<file path="config.mk">
export PLATFORM = sky130hd
export DESIGN_NAME = hub75_line_loader
export DESIGN_NICKNAME = d
export VERILOG_FILES = /design/src/rtl/hub75_line_loader.sv
export SDC_FILE = /design/constraint.sdc
export NUM_CORES = 1
export LEC_CHECK = 0
export BUFFER_PORTS_ARGS = -buffer_cell sky130_fd_sc_hd__buf_2
export CAP_MARGIN = 40
export CORE_ASPECT_RATIO = 0.75
export CORE_MARGIN = 5
export CORE_UTILIZATION = 45
export CTS_BUF_LIST = sky130_fd_sc_hd__clkbuf_4
export CTS_CLUSTER_SIZE = 12
export DETAILED_ROUTE_END_ITERATION = 10
export MAX_ROUTING_LAYER = met4
export PLACE_DENSITY = 0.78
export SYNTH_ARGS = -nofsm -noshare
export SYNTH_HDL_FRONTEND = slang
export SYNTH_SLANG_ARGS = --single-unit
</file>
<file path="constraint.sdc">
create_clock -name i_clk -period 2.45 [get_ports i_clk]
set_input_delay 0.245 -clock i_clk [delete_from_list [all_inputs] [get_ports i_clk]]
set_output_delay 0.245 -clock i_clk [all_outputs]
set_load 0.01 [all_outputs]
</file>
<file path="src/rtl/hub75_line_loader.sv">
// -----------------------------------------------------------------------------
// hub75_line_loader
//
// Write-side feeder for the hub75 ping-pong line buffer. A valid/ready pixel
// stream carrying one row (bank-interleaved per column) is written into the
// half selected by the internal write pointer. The completed half is then
// offered to the scan/shift consumer through a line_rdy/line_ack swap
// handshake.
//
// Ports
//   i_clk, i_rst   clock, asynchronous active-high reset
//   i_in_data      pixel word
//   i_in_row       row tag, sampled with the first pixel of a row
//   i_in_last      marks the final word of a row
//   i_in_valid     stream valid
//   o_in_ready     stream ready (high while filling)
//   i_flush        synchronous abort of the row being filled
//   o_lb_wr_addr   {write half, column} to the line buffer
//   o_lb_wr_data   pixel word replicated into every bank word
//   o_lb_wr_mask   one-hot bank select
//   o_lb_wr_ena    write strobe
//   o_line_rdy     a filled half is waiting for the consumer
//   i_line_ack     consumer takes the filled half (swap)
//   o_rd_buf       half the consumer must read (address MSB)
//   o_rd_row       row tag of the half selected by o_rd_buf
//   o_err          sticky framing error
// -----------------------------------------------------------------------------
module hub75_line_loader #(
  parameter int N_BANKS    = 1,
  parameter int WORD_WIDTH = 24,
  parameter int LOG_N_COLS = 6,
  parameter int LOG_N_ROWS = 5
) (
  input  logic                          i_clk,
  input  logic                          i_rst,
  input  logic [WORD_WIDTH-1:0]         i_in_data,
  input  logic [LOG_N_ROWS-1:0]         i_in_row,
  input  logic                          i_in_last,
  input  logic                          i_in_valid,
  output logic                          o_in_ready,
  input  logic                          i_flush,
  output logic [LOG_N_COLS:0]           o_lb_wr_addr,
  output logic [N_BANKS*WORD_WIDTH-1:0] o_lb_wr_data,
  output logic [N_BANKS-1:0]            o_lb_wr_mask,
  output logic                          o_lb_wr_ena,
  output logic                          o_line_rdy,
  input  logic                          i_line_ack,
  output logic                          o_rd_buf,
  output logic [LOG_N_ROWS-1:0]         o_rd_row,
  output logic                          o_err
);

  localparam int N_COLS = 1 << LOG_N_COLS;
  localparam int BANK_W = (N_BANKS > 1) ? $clog2(N_BANKS) : 1;

  typedef enum logic {
    ST_FILL,
    ST_WAIT
  } state_t;

  state_t                  r_state;
  state_t                  w_state_nxt;
  logic [LOG_N_COLS-1:0]   r_col;
  logic [BANK_W-1:0]       r_bank;
  logic                    r_wr_buf;
  logic [LOG_N_ROWS-1:0]   r_tag;

  logic                    w_xfer;
  logic                    w_pos_end;
  logic                    w_row_start;

  // A flushed transfer is swallowed: it neither writes nor moves the counters.
  assign w_xfer      = i_in_valid & o_in_ready & ~i_flush;
  assign w_pos_end   = (r_col == LOG_N_COLS'(N_COLS - 1)) &&
                       (r_bank == BANK_W'(N_BANKS - 1));
  assign w_row_start = (r_col == '0) && (r_bank == '0);

  always_ff @(posedge i_clk or posedge i_rst) begin
    if (i_rst) begin
      r_state <= ST_FILL;
    end else begin
      r_state <= w_state_nxt;
    end
  end

  always_comb begin
    w_state_nxt = r_state;
    o_in_ready  = 1'b0;
    o_line_rdy  = 1'b0;
    case (r_state)
      ST_FILL: begin
        o_in_ready = 1'b1;
        if (i_flush) begin
          w_state_nxt = ST_FILL;
        end else if (w_xfer && w_pos_end) begin
          w_state_nxt = ST_WAIT;
        end
      end
      ST_WAIT: begin
        o_line_rdy = 1'b1;
        if (i_flush || i_line_ack) begin
          w_state_nxt = ST_FILL;
        end
      end
      default: begin
        w_state_nxt = ST_FILL;
      end
    endcase
  end

  // A stray in_last restarts the row at column 0; a full row always restarts.
  always_ff @(posedge i_clk or posedge i_rst) begin
    if (i_rst) begin
      r_col  <= '0;
      r_bank <= '0;
    end else if (i_flush) begin
      r_col  <= '0;
      r_bank <= '0;
    end else if (w_xfer) begin
      if (w_pos_end || i_in_last) begin
        r_col  <= '0;
        r_bank <= '0;
      end else if (r_bank == BANK_W'(N_BANKS - 1)) begin
        r_bank <= '0;
        r_col  <= r_col + LOG_N_COLS'(1);
      end else begin
        r_bank <= r_bank + BANK_W'(1);
      end
    end
  end

  always_ff @(posedge i_clk or posedge i_rst) begin
    if (i_rst) begin
      r_tag <= '0;
    end else if (w_xfer && w_row_start) begin
      r_tag <= i_in_row;
    end
  end

  // Framing error whenever in_last disagrees with the position end.
  always_ff @(posedge i_clk or posedge i_rst) begin
    if (i_rst) begin
      o_err <= 1'b0;
    end else if (w_xfer && (i_in_last != w_pos_end)) begin
      o_err <= 1'b1;
    end
  end

  always_ff @(posedge i_clk or posedge i_rst) begin
    if (i_rst) begin
      r_wr_buf <= 1'b0;
      o_rd_buf <= 1'b1;
      o_rd_row <= '0;
    end else if (!i_flush && (r_state == ST_WAIT) && i_line_ack) begin
      o_rd_buf <= r_wr_buf;
      r_wr_buf <= ~r_wr_buf;
      o_rd_row <= r_tag;
    end
  end

  // Address, data and mask hold between writes; only the strobe drops.
  always_ff @(posedge i_clk or posedge i_rst) begin
    if (i_rst) begin
      o_lb_wr_ena  <= 1'b0;
      o_lb_wr_addr <= '0;
      o_lb_wr_data <= '0;
      o_lb_wr_mask <= '0;
    end else begin
      o_lb_wr_ena <= w_xfer;
      if (w_xfer) begin
        o_lb_wr_addr <= {r_wr_buf, r_col};
        o_lb_wr_data <= {N_BANKS{i_in_data}};
        o_lb_wr_mask <= N_BANKS'(1) << r_bank;
      end
    end
  end

endmodule

</file>
==> out/results.ini <==
[run_status]
status = finished, final reports clean

[layout]
mostFrequentLayoutCell = buf_2
nets = 268
area_delta_synth_final_pct = 24.2
antennaDiodeCount = 0
drive_above_1_share_pct = 57.1
most-common-layout-cells = buf_2, dfrtp_1, mux2_2
fill_cells = 385
stdcell_count = 288

[global_route]
grt_use_total_pct = 14.3
grt_max_degree = 54
antenna_found_initial = 0
grt.overflow.total = 0
grt_pass1_vias = 1474
grt_pass1_wl_um = 7250

[setup_path]
worstPathRequired_ns = 2.74
crit_start = r_col[0]$_DFFE_PP0P_
startpoint_type = register
critPathArrivalTime_ns = 2.46
reg2reg_depth = 7
critPathMaxFanout = 7
r2r_start = r_col[0]$_DFFE_PP0P_
end_kind = register
crit_type = register to register

[routing]
via_per_inst = 5.06
vias = 1456
wirelength_um = 4180
drt-initial-drc-count = 54
drtAntennaViolNets = 0
routedWlPerCell_um = 14.5
drc_errors = 0
dr.pass1.iters = 4

[sta]
finalHoldViolCount = 0
clock.fmax_mhz = 460
tightest_slew_ns = 0.432
clock_skew_ns = 0.00771
rsz0062_at_grt = false
tns_ns = 0
finalMaxSlewViolations = 0
post-route-period-util_pct = 88.8
setup_violations = 0
setup_slack_ns = 0.274
finalCriticalPeriod_ns = 2.18
maxSlewHeadroom_pct = 71.0

[floorplan]
initial_utilization_pct = 47.6
num_rows = 21
die_y_um = 70.0
pin_count = 77
die_x_um = 90.1
die-area_um2 = 6310
fp.coreArea_um2 = 4550

[clock_network]
insertion_delay_ns = 0.35
cts_sinks = 53
cts_resized = 0
cts_buffer_depth = 2
cts-root-buf = clkbuf_4
cts_tree = yes
cts_setup_buffers = 0
numCtsBuffers = 5
clk_pin_slew_ns = 0.15
htreeDepth = 2

[placed_design]
port_buffers = 76
post-place-ws_ns = 0.343
post-place-cells = 279
routabilityCongestion = 0.802
dp_hpwl_um = 3150

[worst_hold_path]
hold_class = input port to register
holdPathStages = 2
hp-start = i_in_data[16]

[power_and_ir_drop]
p_comb_share_pct = 16.3
p_leak_nw = 1.31
p_int_mw = 1.20
power_density_nw_per_um2 = 606
vdd_ir_drop_max_uv = 446
seqPwrFrac_pct = 60.7
swShare_pct = 26.0
p_switching_uw = 423
power.share.clock_pct = 23.0
total_power_mw = 1.63

[logic_synthesis]
synthArstFlopShare_pct = 100
synth_area_per_cell_um2 = 14.6
ys_seq_area_share_pct = 61.4
yosys_warnings = 0
ys_ff_latch = 53
synth.distinct_cells = 28
synth_edf_count = 0
synth_top_area_share_pct = 60.2
syn_area_um2 = 2160
syn_inst = 148
syn-num-nets = 186
synth_top_area_cell = dfrtp_1
yosys-top-cells-area = dfrtp_1, mux2_2, ha_1, a21oi_1, nand3_1
ys_dominant_reg_cell = dfrtp_1

[flow_run]
maxCapViolCount = 0

metal layers:
metal | global-route usage (%) | share of wire, % | vias to the layer above
li1 | - | - | 692
met1 | 19.1 | 45 | 716
met2 | 21.2 | 46 | 46
met3 | 5.47 | 7.8 | 2
met4 | 2.48 | 0.45 | 0
met5 | - | 0 | -
through the flow:
| step | area, µm² | hold slack [ns] | util, % |
|---|---|---|---|
| 5_1_grt | 2690 | 0.0676 | 59.1 |
| 4_1_cts | 2690 | 0.0883 | 59.1 |
| 3_5_place_dp | 2620 | 0.312 | 57.6 |
| 6_report | 2690 | 0.103 | 59.1 |
| 2_1_floorplan | 2160 | 0.395 | - |
| 3_3_place_gp | 2620 | 0.315 | 57.6 |
power groups by stage:
stage,Combinational [mW],Clock (mW),Sequential (mW)
2_1_floorplan,0.118,0,1.03
3_3_place_gp,0.263,0,1.00
3_5_place_dp,0.270,0,1.01
4_1_cts,0.271,0.393,0.990
5_1_grt,0.293,0.441,1.00
6_report,0.265,0.374,0.989
synth_stat cells, types with 2 or more instances:
library cell,count
dfrtp_1,52
or4_1,3
mux2_1,2
nand3_1,6
nand2_1,4
nand2b_1,4
ha_1,3
buf_6,2
o21ai_0,3
a21oi_1,6
nand3b_1,2
nor2b_1,2
inv_1,5
mux2_2,40
final timing paths:
kind / end / slack (ns)
worst max-delay path: r_col[2]$_DFFE_PP0P_ / 0.27
worst min-delay path: o_lb_wr_data[16]$_DFFE_PP0P_ / 0.10
worst max register to register: r_col[2]$_DFFE_PP0P_ / 0.27
worst min register to register: o_err$_DFFE_PP0P_ / 0.49
max in group asynchronous: o_rd_buf$_DFFE_PP1P_ / 1.70
min in group asynchronous: o_lb_wr_addr[4]$_DFFE_PP0P_ / 0.46
worst max-delay path: stages, from the launching register on:
cell	delay, ns
dfrtp_1	0.47
ha_1	0.26
and3_1	0.20
nand3_1	0.08
ha_1	0.29
nand3b_1	0.17
or3b_2	0.49
a21oi_1	0.15
final cells by class:
cell class,instances,area [µm²],area share [%]
inverters,5,18.8,0.698
flip-flops and latches,53,1330,49.4
well taps,57,71.3,2.65
repair buffers,79,430,16.0
clock buffers,5,37.5,1.40
multi-input cells,86,782,29.1
clock inverters,3,20.0,0.745
kinds of logic after synthesis:
family                   synth area share (%)
AND/OR/NAND/NOR                          9.08
adder cells (fa/ha/maj)                  1.74
multiplexers                             21.9
buffers and inverters                    2.49
flip-flops                               61.4
XOR/XNOR                                0.405
AO/OA/AOI/OAI                            3.07
sequential cells by signal, summed over array words and instances, names as in the netlist:
name,count
o_lb_wr_mask,1
o_lb_wr_ena,1
r_tag,5
r_wr_buf,1
r_col,6
o_err,1
o_lb_wr_addr,7
o_rd_buf,1
o_lb_wr_data,24
r_state,1
o_rd_row,5
what timing repair did:
action                                  4_1_cts  5_1_grt
hold buffers                                  1        0
hold endpoints to repair                     52        0
endpoints found under the setup margin        0        0
(Power assumes the default switching activity.)
